<file path="src/rtl/inst_word_encoder.sv">
// Packs RV32I instruction fields and an immediate into a 32-bit word, range-checks
// the immediate, and queues results with their byte write address in a 2-entry FIFO.
module inst_word_encoder #(
    parameter logic [31:0] BASE_ADDR = 32'h0000_0000,
    parameter int unsigned ERR_CNT_W = 8
) (
    input  logic                 clk,
    input  logic                 reset,
    input  logic                 in_valid,
    output logic                 in_ready,
    input  logic [2:0]           imm_sel,
    input  logic [6:0]           opcode,
    input  logic [4:0]           rd,
    input  logic [4:0]           rs1,
    input  logic [4:0]           rs2,
    input  logic [2:0]           funct3,
    input  logic [6:0]           funct7,
    input  logic [31:0]          imm,
    output logic                 out_valid,
    input  logic                 out_ready,
    output logic [31:0]          out_inst,
    output logic [31:0]          out_addr,
    output logic                 out_err,
    output logic [ERR_CNT_W-1:0] err_cnt
);

    localparam logic [2:0] IMM_I = 3'd0;
    localparam logic [2:0] IMM_S = 3'd1;
    localparam logic [2:0] IMM_B = 3'd2;
    localparam logic [2:0] IMM_J = 3'd3;
    localparam logic [2:0] IMM_U = 3'd4;

    typedef struct packed {
        logic [31:0] inst;
        logic        err;
    } entry_t;

    logic [31:0]          enc_inst;
    logic                 enc_err;
    logic                 push;
    logic                 pop;
    logic [1:0]           count_q;
    logic [1:0]           count_d;
    logic                 wr_ptr_q;
    logic                 rd_ptr_q;
    logic [31:0]          addr_q;
    logic [ERR_CNT_W-1:0] err_cnt_q;
    entry_t               mem_q [2];
    entry_t               head;

    // Out-of-range immediates are still encoded from their truncated bits.
    always_comb begin
        enc_inst = {funct7, rs2, rs1, funct3, rd, opcode};
        enc_err  = 1'b0;
        case (imm_sel)
            IMM_I: begin
                enc_inst = {imm[11:0], rs1, funct3, rd, opcode};
                enc_err  = (imm[31:11] != '0) && (imm[31:11] != '1);
            end
            IMM_S: begin
                enc_inst = {imm[11:5], rs2, rs1, funct3, imm[4:0], opcode};
                enc_err  = (imm[31:11] != '0) && (imm[31:11] != '1);
            end
            IMM_B: begin
                enc_inst = {imm[12], imm[10:5], rs2, rs1, funct3, imm[4:1], imm[11], opcode};
                enc_err  = ((imm[31:12] != '0) && (imm[31:12] != '1)) || imm[0];
            end
            IMM_J: begin
                enc_inst = {imm[20], imm[10:1], imm[11], imm[19:12], rd, opcode};
                enc_err  = ((imm[31:20] != '0) && (imm[31:20] != '1)) || imm[0];
            end
            IMM_U: begin
                enc_inst = {imm[31:12], rd, opcode};
                enc_err  = (imm[11:0] != '0);
            end
            default: ;
        endcase
    end

    assign in_ready  = (count_q != 2'd2);
    assign out_valid = (count_q != 2'd0);
    assign push      = in_valid & in_ready;
    assign pop       = out_valid & out_ready;

    always_comb begin
        count_d = count_q;
        case ({push, pop})
            2'b10:   count_d = count_q + 2'd1;
            2'b01:   count_d = count_q - 2'd1;
            default: ;
        endcase
    end

    always_ff @(posedge clk) begin
        if (reset) begin
            count_q   <= 2'd0;
            wr_ptr_q  <= 1'b0;
            rd_ptr_q  <= 1'b0;
            addr_q    <= BASE_ADDR;
            err_cnt_q <= '0;
        end else begin
            count_q <= count_d;
            if (push) begin
                wr_ptr_q <= ~wr_ptr_q;
                if (enc_err && (err_cnt_q != '1)) begin
                    err_cnt_q <= err_cnt_q + ERR_CNT_W'(1);
                end
            end
            if (pop) begin
                rd_ptr_q <= ~rd_ptr_q;
                addr_q   <= addr_q + 32'd4;
            end
        end
    end

    // NOTE: storage is deliberately not reset; count_q alone decides what is valid.
    always_ff @(posedge clk) begin
        if (push) begin
            mem_q[wr_ptr_q] <= '{inst: enc_inst, err: enc_err};
        end
    end

    assign head     = mem_q[rd_ptr_q];
    assign out_inst = out_valid ? head.inst : 32'd0;
    assign out_err  = out_valid ? head.err : 1'b0;
    assign out_addr = addr_q;
    assign err_cnt  = err_cnt_q;

endmodule

</file>
<file path="config.mk">
export PLATFORM = sky130hd
export DESIGN_NAME = inst_word_encoder
export DESIGN_NICKNAME = d
export VERILOG_FILES = /design/src/rtl/inst_word_encoder.sv
export SDC_FILE = /design/constraint.sdc
export NUM_CORES = 1
export LEC_CHECK = 0
export ABC_AREA = 1
export ABC_CLOCK_PERIOD_IN_PS = 3100
export BUFFER_PORTS_ARGS = -buffer_cell sky130_fd_sc_hd__buf_2
export CORE_MARGIN = 4
export CORE_UTILIZATION = 45
export CTS_CLUSTER_SIZE = 10
export DETAILED_ROUTE_END_ITERATION = 7
export PLACE_DENSITY = 0.82
export SYNTH_ARGS = -nofsm -noshare
export SYNTH_HDL_FRONTEND = slang
export SYNTH_SLANG_ARGS = --single-unit
</file>
<file path="constraint.sdc">
create_clock -name clk -period 3.1 [get_ports clk]
set_input_delay 0.155 -clock clk [delete_from_list [all_inputs] [get_ports clk]]
set_output_delay 0.155 -clock clk [all_outputs]
set_load 0.01 [all_outputs]
</file>
; ---- After elaboration in Yosys (flattened, before gate mapping)
; Memory sizes are Yosys's and may differ from the RTL's. A register that Yosys moved wholly into a read port is not among the register bits.
; Cells that the tools add are included.
[word_totals]
ramBits = 66
n_memories = 1
reg_bits = 44
inputBits = 71
[memory_table]
columns = name, words, width, read_ports, rd_ports_with_merged_regs, wr, line_no
row1 = mem_q, 2, 33, 1, 1, 1, 48  ; entry_t mem_q [2];
[op_classes]
n_bitwise = 4
addsub = 4
muxes = 9
reduce_logical = 15
n_eq_ne = 11
[op_table]
columns = op, n
row1 = $pmux W32 S5, 1
row2 = $add A32 B3 Y32 const B, 1
row3 = $mux W32, 1
row4 = $reduce_bool A12 Y1, 2
row5 = $ne A21 B21 Y1 const B, 1
row6 = $reduce_bool A21 Y1, 1
row7 = $ne A20 B20 Y1 const B, 1
row8 = $reduce_bool A20 Y1, 1
row9 = $ne A12 B12 Y1 const B, 1
row10 = $add A8 B1 Y8 const B, 1
row11 = $ne A8 B8 Y1 const B, 1
row12 = $eq A3 B2 Y1 const B, 2
row13 = $mux W1, 5
row14 = $logic_and A1 B1 Y1, 4
row15 = $pmux W1 S4, 1
row16 = $pmux W2 S2, 1
row17 = $reduce_bool A2 Y1, 2
row18 = $eq A3 B1 Y1 const B, 1
row19 = $eq A3 B3 Y1 const B, 1
row20 = $logic_not A3 Y1, 1
row21 = $add A2 B1 Y2 const B, 1
row22 = $and A1 B1 Y1, 2
row23 = $eq A2 B1 Y1 const B, 1
row24 = $eq A2 B2 Y1 const B, 1
row25 = 6 further kinds, 8

; ---- Longest topological paths before layout
[depth]
ltp_word = 6
mapped_depth = 14
ltp_nobuf = 13

; ---- Worst setup path before layout
; OpenSTA, ideal clock, no wires.
[synth_path]
path_kind = register to register
startpoint = register count_q[0]
endpoint = memory mem_q[0][0] (netlist name) (enable)
setup_slack_ns = 0.566
path_stages_with_launch = 5
period_less_slack_ns = 2.534
arrival_ns = 2.110
path_cell_list = dfxtp_1 inv_2 nand2_1 nand2_1 nor2_1
[synth_between]
elab_chain_len = 4
[synth_lines]
columns = item, line_no
row1 = "start, declared", 42  ; logic [1:0] count_q;
row2 = "start signal, assigned", 102  ; count_q <= count_d;
row3 = $ne A2 B2 Y1, 80  ; assign in_ready = (count_q != 2'd2);
row4 = via in_ready, 10  ; output logic in_ready,
row5 = $and A1 B1 Y1, 82  ; assign push = in_valid & in_ready;
row6 = $mux W1, 118  ; if (push) begin
row7 = $mux W1 (implied by the code), 119  ; mem_q[wr_ptr_q] <= '{inst: enc_inst, err: enc_err};
row8 = "end, declared", 48
; The timed path passes the listed nets, and every way through them passes these cells.

==> run_results.csv <==
group,metric,value,unit
run_status,run_status,"finished clean",
yosys,synth-warning-count,0,
finish,nFillCells,1033,
place,numPortBuffers,143,
die,die_w,118,um
cts,clockRootBuffer,"clkbuf_16",
yosys,synth_top_cell_area_share,36.4,%
die,die-area,0.0139,mm2
sta,drv_slew,0,
sta,worst_pin_slew,1070,ps
yosys,synth_area_leaders,"edfxtp_1, dfxtp_1, nand2_1",
sta,max_freq,416,MHz
cts,h-tree-depth,3,
cts,insertion_delay,340,ps
yosys,ys_ff_latch,109,
critical_path,cp-start-kind,"register",
die,start_util,46.9,%
yosys,synth_area,0.00544,mm2
yosys,synth_top_family_by_area,"simple AND/OR/NAND/NOR gates",
finish,n_antenna_cell,0,
cts,clk_pin_slew,70,ps
cts,numCtsBuffers,9,
place,place_area,0.00628,mm2
yosys,synth_edf_count,66,
finish,drive_above_1_share,24.2,%
yosys,yosysTopAreaCell,"edfxtp_1",
sta,fin_crit,2410,ps
critical_path,rrSetupSlack,1130,ps
finish,finish.utilization,57.0,%
place,numPlacedInstances,928,
routing,drtIter0Drc,407,
cts,clock-sinks,109,
yosys,ys_async_sr_fraction,0,%
die,die_h,118,um
yosys,synth_xor_area_share,1.13,%
finish,area_delta_synth_final,21.7,%
yosys,synthTopCellsByCount,"nand2_1, nor2_1, edfxtp_1, a21oi_1, inv_1",
critical_path,cp_cell_sequence,"buf_4, inv_1, nand2_1, a21oi_1, buf_2",
flow_run,cap_viol_max_count,0,
sta,rsz0062_at_grt,"no",
sta,fin_crit_sh,77.6,%
critical_path,criticalPathCategory,"reg -> out",
pwr,power.leakage,2.98,nW
sta,fin_skew,10.1,ps
yosys,yosysMostFrequentCell,"nand2_1",
yosys,synth_cell_types,45,
routing,via_count,4937,
sta,setup_slack,694,ps
die,io_pins,146,
routing,totalWireLength,13700,um
critical_path,cpPeakStageDelay,820,ps
routing,vias_per_cell,5.20,
yosys,muxShareOfSynthArea,0,%
routing,dr.pass1.iters,5,
sta,finalHoldViolCount,0,
global_routing,antenna_found_initial,0,
place,routabilityCongestion,0.950,
yosys,synth.avg_cell_area,8.25,um2
global_routing,grt.total_usage,19.2,%
global_routing,grt-ovfl-total,0,
sta,slew_headroom,28.5,%
finish,finish.instance_area,0.00662,mm2
critical_path,cp_max_fo,34,
yosys,yosysSeqAreaShare,52.2,%
cts,cts_tree,"done",
routing,ant_nets,0,
global_routing,grt_pass1_vias,4586,
critical_path,path_delay_family,"buffers and inverters",
global_routing,grt_pass1_wl,21900,um
global_routing,grt_max_degree,35,
critical_path,cp_slowest_cell,"inv_1",
critical_path,cp.arrival,2250,ps
min_path,hold_class,"in -> reg",
yosys,synth_fa_ha_area_share,0.689,%
place,pre_cts_slack,1060,ps
finish,fin_cells,949,
sta,setup_tns,0,ps
critical_path,path_buf_inv,3,
sta,setup_viol,0,
yosys,synth_compound_area_share,10.6,%
pwr,power_density,566,mW/mm2
die,core,0.0116,mm2
die,rows,39,
critical_path,critical_path_required,2940,ps
finish,layout.nets,875,
critical_path,endpoint_kind,"primary output",
yosys,synthSimpleGateAreaFrac,28.8,%
routing,wl_per_cell,14.5,um
place,dpl.hpwl,10300,um
yosys,synth-main-ff-cell,"edfxtp_1",
yosys,synthCells,660,
cts,clk_path_buf_depth,2,
routing,drc,0,
pwr,irDropWorstVdd,345,uV
==> worst register-to-register path, delay by kind of cell (launching register included) <==
| family | cells | cell delay, ps |
|---|---|---|
| and+or+nand+nor | 3 | 1100 |
| DFF | 1 | 390 |
| buffers and inverters | 1 | 80 |
==> cells in the final DEF (no fill, tap or decap), types with 7 or more instances in the layout <==
cell type  count
edfxtp_1      66
a21oi_1       61
nand3_1       42
inv_1         60
buf_2        143
clkbuf_16      9
nand4_1        7
o21ai_1        8
o21ai_0       10
inv_2          9
nor3_1        12
nand2_1      185
dfxtp_1       43
o211ai_1       8
xor2_1         7
nor2_1        73
==> where the power goes <==
part	internal, mW	leakage (nW)	switching, mW
registers	1.69	0.970	0.0448
logic	0.291	1.87	0.615
clock network	0.599	0.148	0.507
total	2.58	2.98	1.17
==> what timing repair did <==
action	4_1_cts	5_1_grt
hold buffers	5	0
hold endpoints to repair	10	0
buffers inserted	0	0
resized for setup	0	0
==> area by class of cell <==
class                      count  area [um2]  share of cell area, %
sequential                   109        2840                   42.9
timing repair buffer         150         781                   11.8
inverter                      70         263                   3.97
multi-input combinational    461        2260                   34.2
clock buffer                  11         253                   3.82
clock inverter                 5        42.5                  0.642
tap                          143         179                   2.70
==> final timing paths <==
check | from | end | cells past startpoint
max | register | out_inst[14] | 5
min | opcode[4] | mem_q[1][5] | 1
max reg2reg | count_q[0] | mem_q[1][6] | 4
min reg2reg | rd_ptr_q | register | 1
==> logic make-up after synthesis <==
group                      after synthesis
AOI/OAI and AO/OA                      102
xor gates and xnor gates                 7
adders and majority gates                3
buffers and inverters                   91
DFF                                    109
other                                    1
and+or+nand+nor                        347
==> sequential cells by signal (all words and copies together) (netlist names), named ones only <==
signal	flops
count_q	2
err_cnt	8
mem_q	66
out_addr	30
rd_ptr_q	1
wr_ptr_q	1
==> through the flow <==
stage	power (mW)	hold slack (ps)
floorplan	2.30	254
global placement	2.65	343
detailed placement	2.67	346
CTS	3.79	8.97
global route	3.95	5.68
finish	3.75	23.7
==> metal layers <==
| layer | part of all wire, % | vias to the layer above | track usage (%) |
|---|---|---|---|
| met1 | 42 | 2220 | 24.1 |
| met4 | 3.0 | 0 | 7.40 |
| met5 | 0 | - | 0 |
| met3 | 7.3 | 39 | 3.99 |
| met2 | 48 | 210 | 32.6 |
| li1 | - | 2468 | - |
No activity file was read; power rests on OpenSTA's default activity.
